[config.mk]
export PLATFORM = sky130hd
export DESIGN_NAME = return_addr_stack
export DESIGN_NICKNAME = d
export VERILOG_FILES = /design/src/rtl/return_addr_stack.sv
export SDC_FILE = /design/constraint.sdc
export NUM_CORES = 1
export LEC_CHECK = 0
export ABC_CLOCK_PERIOD_IN_PS = 3100
export CAP_MARGIN = 15
export CORE_UTILIZATION = 40
export CTS_BUF_LIST = sky130_fd_sc_hd__clkbuf_4
export CTS_CLUSTER_SIZE = 10
export DETAILED_ROUTE_END_ITERATION = 12
export PLACE_DENSITY = 0.62
export SLEW_MARGIN = 0
export SYNTH_ARGS = -nofsm -noshare
export SYNTH_HDL_FRONTEND = slang
export SYNTH_SLANG_ARGS = --single-unit
[constraint.sdc]
create_clock -name clk -period 3.1 [get_ports clk]
set_clock_uncertainty 0.05 [all_clocks]
set_input_delay 0.31 -clock clk [delete_from_list [all_inputs] [get_ports clk]]
set_output_delay 0.31 -clock clk [all_outputs]
set_load 0.01 [all_outputs]
[src/rtl/return_addr_stack.sv]
// Call/return address stack: push stores a return PC, top_addr is read combinationally
// so a return can load PC and pop on the same edge. Sticky overflow/underflow flags.
module return_addr_stack #(
  parameter int ADDR_W = 12,
  parameter int DEPTH  = 8,
  parameter int CNT_W  = 4
) (
  input  logic              clk,
  input  logic              rst,
  input  logic              push,
  input  logic              pop,
  input  logic [ADDR_W-1:0] push_addr,
  input  logic              clear_err,
  output logic [ADDR_W-1:0] top_addr,
  output logic              empty,
  output logic              full,
  output logic [CNT_W-1:0]  depth,
  output logic              overflow,
  output logic              underflow
);

  localparam int IDX_W = $clog2(DEPTH);

  logic [ADDR_W-1:0] mem [DEPTH];
  logic [CNT_W-1:0]  sp_reg, sp_next;
  logic              overflow_reg, overflow_next;
  logic              underflow_reg, underflow_next;
  logic              mem_we;
  logic [IDX_W-1:0]  wr_idx;
  logic [IDX_W-1:0]  top_idx;
  logic              is_empty, is_full;

  assign is_empty = (sp_reg == '0);
  assign is_full  = (sp_reg == CNT_W'(DEPTH));
  assign top_idx  = IDX_W'(sp_reg - CNT_W'(1));

  always_comb begin
    sp_next        = sp_reg;
    overflow_next  = clear_err ? 1'b0 : overflow_reg;
    underflow_next = clear_err ? 1'b0 : underflow_reg;
    mem_we         = 1'b0;
    wr_idx         = IDX_W'(sp_reg);
    case ({push, pop})
      2'b10: begin
        if (is_full) begin
          overflow_next = 1'b1;
        end else begin
          mem_we  = 1'b1;
          sp_next = sp_reg + CNT_W'(1);
        end
      end
      2'b01: begin
        if (is_empty) underflow_next = 1'b1;
        else          sp_next        = sp_reg - CNT_W'(1);
      end
      2'b11: begin
        // Simultaneous call/return replaces the top; on an empty stack it is a plain push.
        mem_we = 1'b1;
        if (is_empty) sp_next = CNT_W'(1);
        else          wr_idx  = top_idx;
      end
      default: ;
    endcase
  end

  always_ff @(posedge clk) begin
    if (mem_we) mem[wr_idx] <= push_addr;
  end

  always_ff @(posedge clk or negedge rst) begin
    if (!rst) begin
      sp_reg        <= '0;
      overflow_reg  <= 1'b0;
      underflow_reg <= 1'b0;
    end else begin
      sp_reg        <= sp_next;
      overflow_reg  <= overflow_next;
      underflow_reg <= underflow_next;
    end
  end

  // Stale entries stay in mem after a pop, so the empty case must be masked.
  assign top_addr  = is_empty ? '0 : mem[top_idx];
  assign empty     = is_empty;
  assign full      = is_full;
  assign depth     = sp_reg;
  assign overflow  = overflow_reg;
  assign underflow = underflow_reg;

endmodule

After elaboration in Yosys (flattened, before gate mapping)
Memories as Yosys holds them, arrays and structs flattened.
Cells that the tools add are included.
{"block": "totals", "register_bits": 6, "ram_bits": 96, "inputBits": 17, "out_inout_bits": 20, "memories": 1}
{"name": "mem", "words": 8, "word_bits": 12, "rd": 1, "rd_clocked_by_memory_dff": 0, "write_ports": 1, "line_no": "24", "source": "logic [ADDR_W-1:0] mem [DEPTH];"}
{"block": "classes", "addsub": 2, "eq_ne": 7, "n_mux": 17, "n_reduce_logical": 3}
{"op": "$mux W12", "n": 1}
{"op": "$mux W4", "n": 3}
{"op": "$pmux W4 S3", "n": 1}
{"op": "$mux W1", "n": 9}
{"op": "$mux W3", "n": 2}
{"op": "$ne A2 B2 Y1 const B", "n": 3}
{"op": "$add A4 B1 Y4 const B", "n": 1}
{"op": "$eq A2 B2 Y1 const B", "n": 2}
{"op": "$eq A4 B4 Y1 const B", "n": 1}
{"op": "$logic_not A4 Y1", "n": 1}
{"op": "$reduce_and A4 Y1", "n": 1}
{"op": "$sub A4 B1 Y4 const B", "n": 1}
{"op": "$reduce_bool A3 Y1", "n": 1}
{"op": "$eq A2 B1 Y1 const B", "n": 1}
{"op": "$pmux W1 S2", "n": 1}

Longest topological paths before layout
Gate-level depths: netlist of run 1.
{"block": "depth", "depth_word": 5, "mapped_depth": 10, "ltp_nobuf": 7}

Worst setup path after synthesis of run 1
Ideal clock, no wire load.
{"block": "synth_path", "path_kind": "reg-to-reg", "from": "register sp_reg[0], in the netlist depth[0]", "to": "memory mem[2][0], enable pin", "setup_ns": 0.380, "arrival_time_ns": 2.355, "path_slack_ns": 0.315, "stages_incl_launch_ff": 9, "n_path_buf": 4, "synth_period_minus_slack_ns": 2.785, "path_cell_list": "dfrtp_1 > buf_6 > buf_6 > inv_2 > ha_1 > buf_2 > buf_2 > o31a_2 > nor2_1"}
{"block": "synth_via", "elab_chain_len": 5, "elab_cells_between_ends": 9, "classes_between": "add/sub (1); eq/ne (1); mux (6); reduce/logical (1)"}
{"item": "from (decl)", "line_no": "25", "source": "logic [CNT_W-1:0] sp_reg, sp_next;"}
{"item": "from (signal assigned)", "line_no": "76", "source": "sp_reg <= sp_next;"}
{"item": "$eq A4 B4 Y1", "line_no": "34", "source": "assign is_full = (sp_reg == CNT_W'(DEPTH));"}
{"item": "$mux W1", "line_no": "45", "source": "if (is_full) begin"}
{"item": "$pmux W1 S2", "line_no": "43", "source": "case ({push, pop})"}
{"item": "$mux W1", "line_no": "67", "source": "if (mem_we) mem[wr_idx] <= push_addr;"}
{"item": "$mux W1 (implied by the code)", "line_no": "67"}
{"item": "to (decl)", "line_no": "24"}
Parallel ways exist; a longest one is shown, timed or not.

Final worst setup path of run 1
{"block": "layout_path", "from": "register sp_reg[1], in the netlist depth[1]", "to": "output port top_addr[5]"}
{"block": "layout_via", "elab_chain_len": 3, "elab_cells_between_ends": 4, "classes_between": "add/sub (1); mux (1); reduce/logical (1); memory (1)"}
{"item": "$sub A4 B1 Y4"}
{"item": "$mem_v2 Z8 W12"}
{"item": "$mux W12 (*)", "line_no": "83", "source": "assign top_addr = is_empty ? '0 : mem[top_idx];"}
{"item": "to (decl)", "line_no": "14", "source": "output logic [ADDR_W-1:0] top_addr,"}
Mark *: on every way between the ends. The rest lies on a longest branch, timed or not.

==> impl_metrics.toml, run 1 <==
[sta]
rsz0062_at_grt = "false"
hold_viol = 0
worst_slack_ns = 0.196
slew_headroom = 0.708
clock.fmax_ghz = 0.344
tightest_slew_ns = 0.437
post-route-period-util = 0.937
finalMaxSlewViolations = 0
finalSetupViolations = 0
setup_tns_ns = 0
min_period_ns = 2.90

[floorplan]
die_area_sq_um = 11600
ioPinCount = 37
fp.dieW_microns = 107
num_rows = 38
core_area_sq_um = 10800
start_util = 0.411
die_y_microns = 107

[clock_tree]
htree_levels = 3
tritoncts = "yes"
postCtsHoldBufs = 0
clk_pin_slew_ns = 0.16
cts_root_buffer = "clkbuf_4"
clk_path_buf_depth = 2
clkLatencyLatePin_ns = 0.42
numCtsBuffers = 9
clock-sinks = 102

[worst_setup_path]
critPathRequiredTime_ns = 2.74
path_class = "reg2out"
worstPathArrival_ns = 2.54
start_kind = "flop"
crit_path_end_kind = "output pin"
cp_max_fo = 26

[synth]
syn_area_per_cell_sq_um = 16.6
synth-seq-cells = 102
synth.cell_area_sq_um = 4450
synth_nets = 287
synth-edff-count = 96
yosysWarnings = 0
synth_ff_type = "edfxtp_1"
yosysSeqAreaShare = 0.681
synth_cell_types = 48
async_flop_share = 0.0588
syn_inst = 268

[power_and_ir_drop]
power_density_nw_per_um2 = 975
peakVddDrop_v = 0.000619
p_leak_nw = 1.75
power.total_mw = 5.10

[placed_design]
post-place-cells = 449
dp_hpwl_mm = 5.64
port_buffers = 36
post-place-ws_ns = 0.508
gp_congestion = 0.861

[layout]
antennaDiodeCount = 0
fillers = 944
largest-register = "mem"
final_common_cell = "edfxtp_1"
largest_reg_flops = 96
final-instance-count-excl-fill = 467
syn_to_final_growth_pct = 17.5
final_cell_mix = "edfxtp_1 (96), clkdlybuf4s50_1 (36), o21ai_1 (23), buf_4 (23), mux4_2 (20)"
final_layout_size_suffix_gt1_frac = 0.220
finalNetCount = 341

[route]
vias = 2534
drcViolationCount = 0
wl_mm = 9.02
via_per_inst = 5.43
drt-pass1-iter-count = 4
wl_per_cell_microns = 19.3
postRouteAntennaNets = 0
drtIter0Drc = 166

[global_routing]
grt_usage = 0.169
grt_start_max_net_pins = 27
first_global_vias = 2488
grt-ovfl-total = 0
grt_pass1_wl_mm = 14.0
antenna_found_initial = 0

[flow_run]
maxCapViolCount = 0

[worst_hold_path]
hold_class = "in2async"

[outcome]
status = "finished, final reports clean"
synth_stat cells, types with 2 or more instances:
cell type  number  area, sq um
buf_4           4         30.0
a31oi_1         2         12.5
a21oi_1         4         20.0
mux4_2         20          450
nor2b_2         2         17.5
inv_1           4         15.0
nor3b_1         2         15.0
o211a_1         2         20.0
a211oi_1        2         15.0
clkbuf_1        4         15.0
nor2b_1         3         18.8
nand2_1        18         67.6
o21ai_1        23          115
mux4_1          4          105
o221ai_1        2         17.5
nand2b_1        7         43.8
ha_1            2         25.0
dfrtp_1         6          150
o21ai_0         9         45.0
nor3_1          4         20.0
buf_2           6         30.0
and2_1          2         12.5
o32ai_1         2         17.5
inv_2           2         7.51
edfxtp_1       96         2880
nand3_1         2         10.0
nor2_1         11         41.3
buf_6           2         22.5
a21boi_0        2         15.0
cells by family (layout without fill, tap and decap cells):
logic type                 Yosys count  after routing  share of synthesized area
muxes                               24             24                      0.125
buffers and inverters               24             83                     0.0349
and+or+nand+nor                     56             56                     0.0663
adders and majority gates            2              2                    0.00562
DFF                                102            102                      0.681
AOI/OAI and AO/OA                   60             60                     0.0869
report_power, final:
| part | internal (mW) | switching [mW] | total (mW) |
|---|---|---|---|
| sequential | 1.76 | 0.0618 | 1.82 |
| combinational | 1.24 | 1.27 | 2.51 |
| clock | 0.344 | 0.430 | 0.774 |
| total | 3.34 | 1.76 | 5.10 |
final cells by class:
| type | count | area [sq um] | area share |
|---|---|---|---|
| flip-flops and latches | 102 | 3040 | 0.580 |
| multi-input cells | 142 | 1260 | 0.241 |
| repair buffers | 61 | 564 | 0.108 |
| well taps | 140 | 175 | 0.0335 |
| clock inverters | 6 | 92.6 | 0.0177 |
| clock buffers | 10 | 75.1 | 0.0144 |
| inverters | 6 | 25.0 | 0.00478 |
worst max-delay path, stage by stage (launching register included):
cell and delay [ns]:
dfrtp_2 0.43, inv_1 0.08, ha_1 0.37, buf_12 0.23, mux4_2 0.33, o21ai_1 0.10
nand2_1 0.10, clkdlybuf4s50_1 0.48
timing repair:
| action | CTS | global route |
|---|---|---|
| setup buffers | 0 | 2 |
| resized for setup | 0 | 3 |
| setup endpoints to repair | 0 | 12 |
routing by layer:
layer | vias up | part of all wire | track usage
met5 | - | 0 | 0
met4 | 0 | 0.0087 | 0.0558
met3 | 7 | 0.046 | 0.0309
met2 | 72 | 0.48 | 0.264
met1 | 1277 | 0.47 | 0.238
li1 | 1178 | - | -
final timing paths:
path / start / to / slack, ns / cells past startpoint
hold / removal: rst / overflow$_DFF_PN0_ / 0.06 / 1
hold reg to reg: overflow$_DFF_PN0_ / overflow$_DFF_PN0_ / 0.50 / 2
min in group clk: clear_err / underflow$_DFF_PN0_ / 0.42 / 2
max in group asynchronous: rst / depth[1]$_DFFE_PN0P_ / 2.66 / 1
setup reg to reg: depth[0]$_DFFE_PN0P_ / mem[7][7]$_DFFE_PP_ / 0.83 / 7
setup / recovery: depth[1]$_DFFE_PN0P_ / top_addr[5] / 0.20 / 7
metrics by stage:
step	hold slack [ns]	cell area, sq um	utilization
global placement	0.470	5040	0.465
CTS	0.0401	5210	0.480
floorplan	-0.0356	4450	-
global route	0.0383	5230	0.482
finish	0.0622	5230	0.482
detailed placement	0.476	5040	0.465
Power figures use the tool's default switching activity.
==> inputs of run 2 (changes only) <==
SKIP_LAST_GASP = 1   (was default)
==> results of run 2 <==
The final DEF is identical to that of run 1; final timing and power are the same.
